## src/rtl/chip_checker_pkg.sv

```systemverilog
// Shared definitions for the 74xx socket checker: part codes, sequencer states,
// ROM entry layout and per-part pin masks / vector counts.
package chip_checker_pkg;

   typedef enum logic [3:0] {
      NONE  = 4'd0,
      C7400 = 4'd1,
      C7402 = 4'd2,
      C7404 = 4'd3,
      C7408 = 4'd4
   } chip_code_e;

   typedef enum logic [2:0] {
      IDLE   = 3'd0,
      LOAD   = 3'd1,
      APPLY  = 3'd2,
      SETTLE = 3'd3,
      CHECK  = 3'd4,
      FINISH = 3'd5
   } state_e;

   localparam int NUM_PINS    = 14;
   localparam int MAX_VECTORS = 16;
   localparam int IDX_W       = $clog2(MAX_VECTORS);

   // Pin 7 (GND) and pin 14 (VCC) must never be driven.
   localparam logic [NUM_PINS-1:0] PWR_PINS = 14'h2040;

   typedef struct packed {
      logic [NUM_PINS-1:0] drive;
      logic [NUM_PINS-1:0] expected;
   } vec_entry_t;

   function automatic logic [NUM_PINS-1:0] oe_mask(input logic [3:0] chip);
      case (chip)
         C7400, C7408: oe_mask = 14'h1B1B;
         C7402:        oe_mask = 14'h0DB6;
         C7404:        oe_mask = 14'h1515;
         default:      oe_mask = '0;
      endcase
   endfunction

   function automatic logic [NUM_PINS-1:0] out_mask(input logic [3:0] chip);
      case (chip)
         C7400, C7408: out_mask = 14'h04A4;
         C7402:        out_mask = 14'h1209;
         C7404:        out_mask = 14'h0AAA;
         default:      out_mask = '0;
      endcase
   endfunction

   function automatic logic [IDX_W:0] vec_count(input logic [3:0] chip);
      case (chip)
         C7400, C7402, C7408: vec_count = 5'd4;
         C7404:               vec_count = 5'd2;
         default:             vec_count = 5'd0;
      endcase
   endfunction

endpackage

```

## src/rtl/chip_vector_rom.sv

```systemverilog
// Stimulus/expect vector table for all supported parts, addressed by
// {chip, index}; one-cycle registered read.
module chip_vector_rom
   import chip_checker_pkg::*;
(
   input  logic             Clk,
   input  logic             Reset,
   input  logic [3:0]       chip,
   input  logic [IDX_W-1:0] index,
   output vec_entry_t       data
);

   vec_entry_t entry;

   // Each gate gets A,B = 00, 01, 10, 11 in turn; the inverter gets 0 then 1.
   always_comb begin
      entry = '0;
      case ({chip, index})
         8'h10: entry = {14'h0000, 14'h04A4};
         8'h11: entry = {14'h1212, 14'h04A4};
         8'h12: entry = {14'h0909, 14'h04A4};
         8'h13: entry = {14'h1B1B, 14'h0000};
         8'h20: entry = {14'h0000, 14'h1209};
         8'h21: entry = {14'h0924, 14'h0000};
         8'h22: entry = {14'h0492, 14'h0000};
         8'h23: entry = {14'h0DB6, 14'h0000};
         8'h30: entry = {14'h0000, 14'h0AAA};
         8'h31: entry = {14'h1515, 14'h0000};
         8'h40: entry = {14'h0000, 14'h0000};
         8'h41: entry = {14'h1212, 14'h0000};
         8'h42: entry = {14'h0909, 14'h0000};
         8'h43: entry = {14'h1B1B, 14'h04A4};
         default: entry = '0;
      endcase
   end

   always_ff @(posedge Clk or negedge Reset) begin
      if (!Reset) data <= '0;
      else        data <= entry;
   end

endmodule

```

## src/rtl/chip_vector_sequencer.sv

```systemverilog
// Table-driven functional test of the 14-pin socket: walks the selected part's
// vectors, drives inputs, waits for settle, compares synchronized outputs.
module chip_vector_sequencer
   import chip_checker_pkg::*;
#(
   parameter int SETTLE_CYCLES = 50
) (
   input  logic                Clk,
   input  logic                Reset,
   input  logic                Start,
   input  logic                Abort,
   input  logic [3:0]          Chip_Sel,
   input  logic [NUM_PINS-1:0] Pin_In,
   output logic [NUM_PINS-1:0] Pin_OE,
   output logic [NUM_PINS-1:0] Pin_Out,
   output logic                Busy,
   output logic                Done,
   output logic                Pass,
   output logic [4:0]          Fail_Index,
   output logic [NUM_PINS-1:0] Err_Pins,
   output logic [2:0]          Dbg_State
);

   localparam logic [9:0] SETTLE_LAST = 10'(SETTLE_CYCLES - 1);

   state_e              state;
   logic [3:0]          chip;
   logic [IDX_W-1:0]    index;
   logic [9:0]          cnt;
   logic [NUM_PINS-1:0] exp_word;
   logic [NUM_PINS-1:0] sync1, sync2;
   logic [NUM_PINS-1:0] mismatch;
   vec_entry_t          rom_data;

   chip_vector_rom u_rom (
      .Clk   (Clk),
      .Reset (Reset),
      .chip  (chip),
      .index (index),
      .data  (rom_data)
   );

   assign mismatch  = (sync2 ^ exp_word) & out_mask(chip);
   assign Dbg_State = state;

   always_ff @(posedge Clk or negedge Reset) begin
      if (!Reset) begin
         sync1 <= '0;
         sync2 <= '0;
      end else begin
         sync1 <= Pin_In;
         sync2 <= sync1;
      end
   end

   always_ff @(posedge Clk or negedge Reset) begin
      if (!Reset) begin
         state      <= IDLE;
         chip       <= '0;
         index      <= '0;
         cnt        <= '0;
         exp_word   <= '0;
         Pin_OE     <= '0;
         Pin_Out    <= '0;
         Busy       <= 1'b0;
         Done       <= 1'b0;
         Pass       <= 1'b0;
         Fail_Index <= '0;
         Err_Pins   <= '0;
      end else begin
         Done <= 1'b0;
         if (state != IDLE && Abort) begin
            // Abandon quietly: tristate the socket, keep the result registers.
            state  <= IDLE;
            Pin_OE <= '0;
            Busy   <= 1'b0;
         end else begin
            case (state)
               IDLE: begin
                  if (Start && !Abort) begin
                     chip       <= Chip_Sel;
                     index      <= '0;
                     Pass       <= 1'b0;
                     Fail_Index <= '0;
                     Err_Pins   <= '0;
                     Busy       <= 1'b1;
                     state      <= LOAD;
                  end
               end
               LOAD: begin
                  if (vec_count(chip) == '0) begin
                     Pass       <= 1'b0;
                     Fail_Index <= 5'h1F;
                     state      <= FINISH;
                  end else begin
                     state <= APPLY;
                  end
               end
               APPLY: begin
                  Pin_Out  <= rom_data.drive;
                  Pin_OE   <= oe_mask(chip) & ~PWR_PINS;
                  exp_word <= rom_data.expected;
                  cnt      <= '0;
                  state    <= SETTLE;
               end
               SETTLE: begin
                  cnt <= cnt + 10'd1;
                  if (cnt == SETTLE_LAST) state <= CHECK;
               end
               CHECK: begin
                  if (|mismatch) begin
                     Fail_Index <= {1'b0, index};
                     Err_Pins   <= mismatch;
                     Pass       <= 1'b0;
                     state      <= FINISH;
                  end else if ({1'b0, index} == vec_count(chip) - 5'd1) begin
                     Pass  <= 1'b1;
                     state <= FINISH;
                  end else begin
                     index <= index + 1'b1;
                     state <= LOAD;
                  end
               end
               FINISH: begin
                  Done   <= 1'b1;
                  Pin_OE <= '0;
                  Busy   <= 1'b0;
                  state  <= IDLE;
               end
               default: state <= IDLE;
            endcase
         end
      end
   end

endmodule

```

## config.mk

```make
export PLATFORM = sky130hd
export DESIGN_NAME = chip_vector_sequencer
export DESIGN_NICKNAME = d
export VERILOG_FILES = /design/src/rtl/chip_checker_pkg.sv /design/src/rtl/chip_vector_rom.sv /design/src/rtl/chip_vector_sequencer.sv
export SDC_FILE = /design/constraint.sdc
export NUM_CORES = 1
export LEC_CHECK = 0
export ABC_AREA = 0
export CORE_MARGIN = 1.5
export CORE_UTILIZATION = 41
export CTS_CLUSTER_DIAMETER = 100
export DETAILED_ROUTE_END_ITERATION = 16
export PLACE_DENSITY = 0.71
export RECOVER_POWER = 50
export SYNTH_ARGS = -nofsm -noshare
export SYNTH_HDL_FRONTEND = slang
export SYNTH_SLANG_ARGS = --single-unit
```

## constraint.sdc

```tcl
create_clock -name Clk -period 4.7 [get_ports Clk]
set_input_delay 0.94 -clock Clk [delete_from_list [all_inputs] [get_ports Clk]]
set_output_delay 0.94 -clock Clk [all_outputs]
set_load 0.05 [all_outputs]
```

==> reports/results.txt, run 1 <==
Synth Area in Compound Gates: 7.99%
M3 GR Usage: 3.16%
IO Port Bufs: 62
Fillers: 955
Worst Max-Slew Pin Slew: 1.91 ns
Placed cell area: 5080 sq um
I/O Pins: 75
Area leader, netlist: dfrtp_1
Worst setup EP type: output port
Worst Skew: 0.0104 ns
Multiplexer area fraction after synthesis: 1.75%
CTS Hold Bufs: 0
HP Class: reg2reg
Status: finished, violations left
Post-synthesis adder-cell area fraction: 2.26%
Share of cells above drive strength 1: 8.54%
GP Congestion: 0.878
Ys Warns: 0
Post-CTS setup repair buffer count: 0
Design area: 5270 sq um
Overflow after GRT: 0
Detailed Routing Iterations Pass 1: 4
Crit-path slowest cell: clkdlybuf4s50_1
Initial core utilization: 42.5%
Die area: 11400 sq um
Final Hold Violating Endpoints: 0
Slew headroom: -27.5%
WS Path Type: reg2out
CP Max Fanout: 16
Largest net degree at the start of global routing: 64
Busiest grt layer: met2
Setup TNS: 0 ns
Yosys cell types: 56
Detailed Route Iter0 Violations: 140
Clk_lat worst skew: 0.37 ns
DRC: 0
Vias/cell: 5.02
Die width: 107 um
Stages on the worst setup path: 1
Met2 Use GR: 26.2%
RSZ-0062 raised after global routing: false
Tmin final: 2.95 ns
Post_cts resized: 0
Max-cap violations: 1
ANT nets after route: 0
Max Freq: 339 MHz
DP HPWL: 6.24 mm
Post-synth ARST share: 100%
Fraction of the yosys area taken by sequential cells: 55.9%
CTS clk-pin slew, worst paths: 0.10 ns
R2R depth: 9
Clk sinks: 99
Post-synth EDFFs: 0
Worst path top cell family by delay: buffers and inverters
WL per Instance: 14.0 um
Largest family of logic cells by synthesized area: simple AND/OR/NAND/NOR gates
Nets: 517
Worst flop-to-flop path startpoint: chip[0]
Slew Viols, Final: 38
Global Route Usage Sum: 16.8%
CP Cell Sequence: clkdlybuf4s50_1
Total Wirelength: 8.80 mm
RR Endpoint: index[2]
CTS root buf: clkbuf_8
Max incr delay on CP: 0.92 ns
Commonest cells in the netlist: dfrtp_1 (99), nand2_1 (94), nor2_1 (27)
Failing checks: capacitance limit, slew limit
Chip height: 107 um
Yosys reg bits: 99
Post-Synth XOR/XNOR Area: 3.76%
CP Launch Type: flip-flop
Post-synth top flop: dfrtp_1
Worst vdd ir: 0.350 mV
Number of buffers and inverters on the critical path: 1
Syn Area/Cell: 10.2 sq um
GR met1 Demand/Resource: 23.0%
# rows: 37
Vias: 3150
Top cell type's share of synthesized area: 55.9%
Final Setup Violations: 0
Worst setup endpoint: Dbg_State[2]
Vias in the first global route: 3102
Initial antenna violation count: 0
Clock Path Buffers: 2
Most frequent cell after synthesis: dfrtp_1
Static Leakage: 2.47 nW
H-tree depth: 3
CTS tree: yes
Crit path launch: Dbg_State[2]
Fin crit share: 62.7%
Mapped cell area: 4430 sq um
TritonCTS buffer count: 9
Ant. Diodes: 0
Simple-gate area share of the yosys netlist: 22.2%
First-pass GRT wire length: 15.0 mm
CORE AREA: 10400 sq um
WP data required: 3.76 ns
R2r setup slk: 1.77 ns
Top cells by area, synth: dfrtp_1 (56%), nand2_1 (8.0%), xor2_1 (3.0%)
Pwr/cell area: 566 nW/um^2
Crit path DAT: 2.01 ns
Post-layout util: 50.6%
Post-Syn Instances: 434
Area delta synth->final: 18.9%
-- how the worst min path moves through the flow --
stage | start | end | slack, ns | cells after the start
after floorplan | sync1[0] | sync2[0] | 0.33 | 0
after global placement | sync1[5] | sync2[5] | 0.33 | 0
after detailed placement | sync1[5] | sync2[5] | 0.33 | 0
after CTS | sync1[5] | sync2[5] | 0.36 | 0
after global routing | sync1[12] | sync2[12] | 0.37 | 0
final | sync1[5] | sync2[5] | 0.36 | 0
-- flip-flops by register name, indices dropped and copies added, names as in the netlist, 5 cells and up --
register	count
Err_Pins	10
Fail_Index	5
Pin_OE	6
Pin_Out	12
cnt	10
exp_word	5
sync1	10
sync2	10
u_rom.data	17
-- power by group --
| group | internal [mW] | leakage [nW] | switching [mW] | total [mW] |
|---|---|---|---|---|
| registers | 1.01 | 1.31 | 0.181 | 1.19 |
| logic | 0.451 | 1.07 | 0.805 | 1.26 |
| clock network | 0.218 | 0.0958 | 0.321 | 0.538 |
-- cells in the final DEF (no fill, tap or decap), types with 11 or more instances in the layout --
cell              n
a21oi_1          11
nand3_1          14
clkdlybuf4s50_1  50
nor2_1           27
o21ai_0          17
nand2_1          94
xor2_1           15
inv_1            22
dfrtp_1          99
dlygate4sd3_1    11
-- final cells by class --
cell class | instances | area [sq um] | share of cell area (%)
clock buffers | 10 | 138 | 2.61
repair buffers | 64 | 629 | 11.9
clock inverters | 6 | 53.8 | 1.02
multi-input cells | 291 | 1720 | 32.6
well taps | 136 | 170 | 3.23
inverters | 22 | 82.6 | 1.57
flip-flops and latches | 99 | 2480 | 47.0
-- per-layer routing --
layer	vias to the layer above	wire, um
met2	91	4070
li1	1532	-
met5	-	0
met1	1515	4080
met4	0	161
met3	12	493
-- stage by stage --
step / std cells / worst slack [ns] / total power [mW] / hold slack, ns
2_1_floorplan: 441 / 2.35 / 2.13 / 0.331
3_3_place_gp: 612 / 1.69 / 2.44 / 0.334
3_5_place_dp: 612 / 1.65 / 2.47 / 0.335
4_1_cts: 628 / 1.74 / 3.00 / 0.358
5_1_grt: 628 / 1.27 / 3.16 / 0.371
6_report: 628 / 1.75 / 2.98 / 0.356
-- logic make-up (layout without fill, tap and decap cells) --
| kind of cell | after synthesis | in the layout |
|---|---|---|
| xor+xnor | 19 | 19 |
| simple gates | 196 | 196 |
| flops | 99 | 99 |
| compound gates | 53 | 53 |
| other cells | 1 | 8 |
| fa+ha+maj | 8 | 8 |
| buf+inv | 51 | 102 |
| mux | 7 | 7 |
Power figures use the tool's default switching activity.
==> run 2, diff against run 1 <==
- clock period: 4.7 -> 2.88 ns (I/O delays scaled with it)
==> run 2 against run 1 <==
Compared with the run above: the flow still finishes with violations (capacitance limit, slew limit); cell area up 1.2%; combinational power is 67% higher; wire length increased by 1.5%; clock skew rose by 0.0057 ns; non-clock buffer count is 7 higher; register-to-register slack got worse by 1.5 ns; critical path depth rose by 8; first-iteration DRC count down 1.4%; global-route usage decreased by 0.061 points; core utilization up 0.60 points; setup slack lost 1.5 ns; sequential cell count is the same.
==> reports/results.txt, run 2 (synthesis results as in run 1) <==
Largest registers: u_rom.data: 17 flops, Pin_Out: 12 flops
CORE AREA: 10400 sq um (unchanged)
Worst vdd ir: 0.621 mV (+78%)
Final Hold Violating Endpoints: 0 (unchanged)
WP data required: 3.18 ns (-0.58 ns)
Pint: 2.77 mW (+65%)
ANT nets after route: 0 (unchanged)
Worst Skew: 0.0161 ns (+0.00574 ns)
First-pass GRT wire length: 15.1 mm (+0.59%)
Overflow after GRT: 0 (unchanged)
DRC: 0 (unchanged)
Hold slack final: 0.353 ns (-0.00311 ns)
Worst Max-Slew Pin Slew: 2.06 ns (+0.150 ns)
Die width: 107 um (unchanged)
Sw frac: 43.6% (-0.24 points)
Worst setup EP type: flip-flop
Slew Viols, Final: 39 (+2.6%)
Post-Place Setup Slack: 0.330 ns (-1.32 ns)
HP Class: reg2reg
Initial core utilization: 42.5% (unchanged)
Largest net degree at the start of global routing: 43 (-33%)
Clock Power Share: 17.6% (-0.4 points)
Post-CTS setup repair buffer count: 0 (unchanged)
Clk sinks: 99 (unchanged)
CTS Hold Bufs: 0 (unchanged)
Die area: 11400 sq um (unchanged)
Vias in the first global route: 3116 (+0.45%)
Max FFs per register: 17 (unchanged)
Post_cts resized: 0 (unchanged)
Combinational power share: 42.7% (+0.6 points)
Area delta synth->final: 20.3%
Non-Filler Instances: 635 (+1.1%)
Failing checks: capacitance limit, slew limit
RSZ-0062 raised after global routing: false
Most flop-heavy register: u_rom.data
Setup WS post-layout: 0.266 ns (-1.49 ns)
Clock Path Buffers: 2 (unchanged)
WL per Instance: 14.1 um (+0.41%)
Max Freq: 383 MHz
CP Max Fanout: 12 (-4)
Design area: 5330 sq um (+1.2%)
DP HPWL: 6.51 mm (+4.3%)
Ant. Diodes: 0 (unchanged)
Clk_lat worst skew: 0.37 ns (about the same)
Vias: 3164 (+0.44%)
Crit path DAT: 2.92 ns (+0.91 ns)
Fin crit share: 90.8%
Reg power frac: 39.7% (-0.2 points)
H-tree depth: 3 (unchanged)
WS Path Type: reg2reg
I/O Pins: 75 (unchanged)
Most common cell after layout, fill and taps aside: dfrtp_1
Placed cell area: 5140 sq um (+1.2%)
# rows: 37 (unchanged)
Initial antenna violation count: 0 (unchanged)
Final Setup Violations: 0 (unchanged)
CTS clk-pin slew, worst paths: 0.10 ns (about the same)
Slew headroom: -37.5% (-10 points)
Nets: 524 (+1.4%)
Total Wirelength: 8.94 mm (+1.5%)
Net Switching: 2.14 mW (+64%)
Most frequent cells in the layout: dfrtp_1 (99), nand2_1 (94), clkdlybuf4s50_1 (51)
Status: finished, violations left
Pwr/cell area: 921 nW/um^2 (+63%)
Setup TNS: 0 ns (unchanged)
Detailed Routing Iterations Pass 1: 5 (+1)
Tmin final: 2.61 ns
Chip height: 107 um (unchanged)
Max-cap violations: 1 (unchanged)
CTS tree: yes
Global Route Usage Sum: 16.7% (-0.061 points)
IO Port Bufs: 62 (unchanged)
Share of cells above drive strength 1: 10.2% (+1.7 points)
Static Leakage: 2.51 nW (+1.6%)
Vias/cell: 4.98 (-0.66%)
GP Congestion: 0.853 (-2.9%)
Detailed Route Iter0 Violations: 138 (-1.4%)
Placed insts: 619 (+1.1%)
TritonCTS buffer count: 9 (unchanged)
CP Launch Type: flip-flop
CTS root buf: clkbuf_8
Fillers: 954 (-0.10%)
[run 2: final timing paths]
kind                            slack, ns  cells after the start       end     start
worst max-delay path                 0.27                      9  index[2]   chip[0]
worst min-delay path                 0.35                      0  sync2[2]  sync1[2]
worst max register to register       0.27                      9  index[2]   chip[0]
worst min register to register       0.35                      0  sync2[2]  sync1[2]
max in group asynchronous            0.69                      2    cnt[4]     Reset
min in group asynchronous            0.78                      1  sync1[7]     Reset
[run 2: per-layer routing]
| layer | global-route usage [%] | part of all wire (%) | vias to the layer above |
|---|---|---|---|
| met2 | 26.7 | 47 | 82 |
| li1 | - | - | 1545 |
| met4 | 5.71 | 0.97 | 0 |
| met5 | 0 | 0 | - |
| met3 | 2.92 | 4.6 | 7 |
| met1 | 23.1 | 47 | 1530 |
[run 2: worst max-delay path: stages, from the launching register on]
cell	delay, ns
dfrtp_1	0.54
xor2_1	0.25
and2_0	0.20
nor2_1	0.25
ha_1	0.30
xor2_1	0.15
nand3_2	0.10
nand3_2	0.14
or4_1	0.49
a21oi_1	0.13
[run 2: final cells by class]
class	instances	area [sq um]	area share (%)
clock buffers	10	138	2.58
multi-input cells	291	1720	32.2
clock inverters	6	55.1	1.03
repair buffers	71	692	13.0
flip-flops and latches	99	2480	46.5
inverters	22	82.6	1.55
well taps	136	170	3.19
[run 2: power groups by stage]
stage / logic, mW / registers (mW) / clock network, mW
after floorplan: 1.19 / 2.28 / 0
after global placement: 2.06 / 1.96 / 0
after detailed placement: 2.10 / 1.97 / 0
after CTS: 2.11 / 1.95 / 0.878
after global routing: 2.25 / 1.99 / 0.928
final: 2.10 / 1.95 / 0.864
[run 2: stage by stage]
step | util (%) | power [mW]
after floorplan | - | 3.47
after global placement | 49.4 | 4.02
after detailed placement | 49.4 | 4.07
after CTS | 51.2 | 4.93
after global routing | 51.2 | 5.17
final | 51.2 | 4.91
==> run 3, diff against run 2 <==
- ABC_AREA: 0 -> 1
==> run 3 against run 2 <==
Compared with the run above: the flow now finishes without violations; clock power down 6.5%; synthesized cell count grew 17%; critical path depth fell by 8; sequential cell count unchanged; critical path type is now reg2out; critical endpoint is now Dbg_State[2]; largest cell class unchanged; largest power group is now registers.
==> reports/results.txt, run 3 <==
Status: finished clean
Worst Skew: 0.0112 ns (-0.00493 ns)
RSZ-0062 raised after global routing: false
Post_cts resized: 0 (unchanged)
Slew Viols, Final: 0 (-100%)
Vias: 3330 (+5.2%)
Top cell type's share of synthesized area: 55.7% (-0.20 points)
Max FFs per register: 17 (unchanged)
Area leader, netlist: dfrtp_1
Clock Power Share: 18.6% (+1.0 points)
Tmin final: 2.33 ns (-0.289 ns)
CTS tree: yes
First-pass GRT wire length: 14.7 mm (-2.6%)
CP Cell Sequence: clkdlybuf4s50_1
Largest registers: u_rom.data: 17 flops, Pin_Out: 12 flops
ANT nets after route: 0 (unchanged)
Fillers: 1005 (+5.3%)
Combinational power share: 39.6% (-3.1 points)
Fraction of the yosys area taken by sequential cells: 55.7% (-0.20 points)
Most frequent cells in the layout: nand2_1 (159), dfrtp_1 (99), inv_1 (58)
Post-synth top flop: dfrtp_1
CORE AREA: 10400 sq um (unchanged)
Top cells by area, synth: dfrtp_1 (56%), nand2_1 (13%), inv_1 (4.9%)
Final Hold Violating Endpoints: 0 (unchanged)
Area delta synth->final: 19.6%
Pint: 2.50 mW (-9.6%)
Fin crit share: 80.7% (-10 points)
Non-Filler Instances: 708 (+11%)
Worst Max-Slew Pin Slew: 1.12 ns (-0.941 ns)
Detailed Route Iter0 Violations: 139 (+0.72%)
Nets: 598 (+14%)
Pwr/cell area: 818 nW/um^2 (-11%)
Overflow after GRT: 0 (unchanged)
RR Endpoint: index[1]
Reg power frac: 41.8% (+2.1 points)
Clk sinks: 99 (unchanged)
I/O Pins: 75 (unchanged)
Ys Warns: 0 (unchanged)
Worst setup EP type: output port
Placed insts: 693 (+12%)
Worst path top cell family by delay: buffers and inverters
Worst Hold End: sync2[11]
Yosys cell types: 38 (-32%)
R2R depth: 12 (+3)
Largest net degree at the start of global routing: 56 (+30%)
Detailed Routing Iterations Pass 1: 4 (-1)
CTS Hold Bufs: 0 (unchanged)
CP Launch Type: flip-flop
WL per Instance: 12.2 um (-13%)
CTS clk-pin slew, worst paths: 0.09 ns (about the same)
Slew headroom: 25.2% (+63 points)
Max Freq: 430 MHz (+12%)
Max-cap violations: 0 (-1)
Reg area: 2480 sq um (unchanged)
Share of cells above drive strength 1: 9.97% (-0.26 points)
Worst vdd ir: 0.291 mV (-53%)
Initial core utilization: 42.7% (+0.16 points)
Vias in the first global route: 3210 (+3.0%)
GP Congestion: 0.908 (+6.4%)
Hold_sp: sync1[11]
Post-Syn Instances: 506 (+17%)
Clk_lat worst skew: 0.36 ns (about the same)
Clock Path Buffers: 2 (unchanged)
Most flop-heavy register: u_rom.data
# rows: 37 (unchanged)
TritonCTS buffer count: 9 (unchanged)
Post-synth EDFFs: 0 (unchanged)
Yosys reg bits: 99 (unchanged)
WS Path Type: reg2out
Crit path DAT: 1.75 ns (-1.17 ns)
Number of buffers and inverters on the critical path: 1 (+1)
Worst flop-to-flop path startpoint: chip[3]
Most frequent cell after synthesis: nand2_1
H-tree depth: 3 (unchanged)
IO Port Bufs: 62 (unchanged)
Most common cell after layout, fill and taps aside: nand2_1
Post-synth ARST share: 100% (unchanged)
CP Max Fanout: 6 (-6)
Die width: 107 um (+0.18%)
WP data required: 2.30 ns (-0.88 ns)
Final Setup Violations: 0 (unchanged)
Static Leakage: 2.76 nW (+10%)
Area taken by multi-input logic gates: 1600 sq um (-6.6%)
HP Class: reg2reg
Max incr delay on CP: 0.86 ns (+0.32 ns)
CTS root buf: clkbuf_8
Setup TNS: 0 ns (unchanged)
Vias/cell: 4.70 (-5.6%)
Mapped cell area: 4450 sq um (+0.37%)
Sw frac: 42.4% (-1.1 points)
Chip height: 107 um (+0.18%)
Hold path depth: 0 (unchanged)
R2r setup slk: 0.66 ns (+0.39 ns)
Syn Area/Cell: 8.79 sq um (-14%)
Ant. Diodes: 0 (unchanged)
Initial antenna violation count: 0 (unchanged)
DRC: 0 (unchanged)
Crit-path slowest cell: clkdlybuf4s50_1
Commonest cells in the netlist: nand2_1 (159), dfrtp_1 (99), inv_1 (58)
DP HPWL: 6.31 mm (-3.1%)
Total Wirelength: 8.66 mm (-3.1%)
Die area: 11500 sq um (+0.37%)
Global Route Usage Sum: 16.4% (-0.33 points)
Net Switching: 1.85 mW (-14%)
Post-CTS setup repair buffer count: 0 (unchanged)
[run 3: cells by family after synthesis]
group / Yosys count / synth area share, %
AO/OA/AOI/OAI: 52 / 7.23
XOR/XNOR: 5 / 0.985
adder cells (fa/ha/maj): 8 / 2.25
buffers and inverters: 84 / 8.81
flip-flops: 99 / 55.7
multiplexers: 1 / 0.253
other: 1 / 0.0843
AND/OR/NAND/NOR: 256 / 24.7
[run 3: power groups by stage]
| stage | Combinational (mW) | Clock (mW) | Sequential (mW) |
|---|---|---|---|
| floorplan | 1.05 | 0 | 2.07 |
| global placement | 1.69 | 0 | 1.84 |
| detailed placement | 1.74 | 0 | 1.84 |
| CTS | 1.74 | 0.835 | 1.82 |
| global route | 1.90 | 0.903 | 1.85 |
| finish | 1.72 | 0.808 | 1.82 |
[run 3: layer usage]
metal / up-vias / part of all wire, % / routed length (um) / GRT usage (%)
li1: 1670 / - / - / -
met5: - / 0 / 0 / 0
met1: 1546 / 45 / 3910 / 21.2
met3: 15 / 5.7 / 492 / 4.74
met2: 99 / 47 / 4050 / 26.1
met4: 0 / 2.3 / 197 / 5.81
[run 3: per-stage QoR]
stage	instance area [sq um]	setup WS [ns]	hold slack, ns	utilization [%]	power [mW]
after global placement	5140	0.586	0.334	49.4	3.53
after global routing	5320	0.429	0.359	51.1	4.66
after CTS	5320	0.532	0.216	51.1	4.40
after floorplan	4470	1.07	0.280	-	3.12
after detailed placement	5140	0.529	0.335	49.4	3.58
final	5320	0.555	0.354	51.1	4.35
[run 3: final cells by class]
type,count,share of cell area [%]
Clock buffer,12,2.92
Clock inverter,3,0.447
Inverter,63,4.49
Multi-Input combinational cell,330,30.1
Sequential cell,99,46.6
Tap cell,136,3.20
Timing Repair Buffer,65,12.2
[run 3: worst max-delay path by stage]
stage,from,end,slack [ns],depth (start not counted)
floorplan,chip[3],index[0],1.07,12
global placement,Abort,cnt[7],0.59,9
detailed placement,Abort,cnt[7],0.53,9
CTS,Dbg_State[2],Dbg_State[2],0.53,1
global route,chip[3],index[1],0.43,12
finish,Dbg_State[2],Dbg_State[2],0.55,1
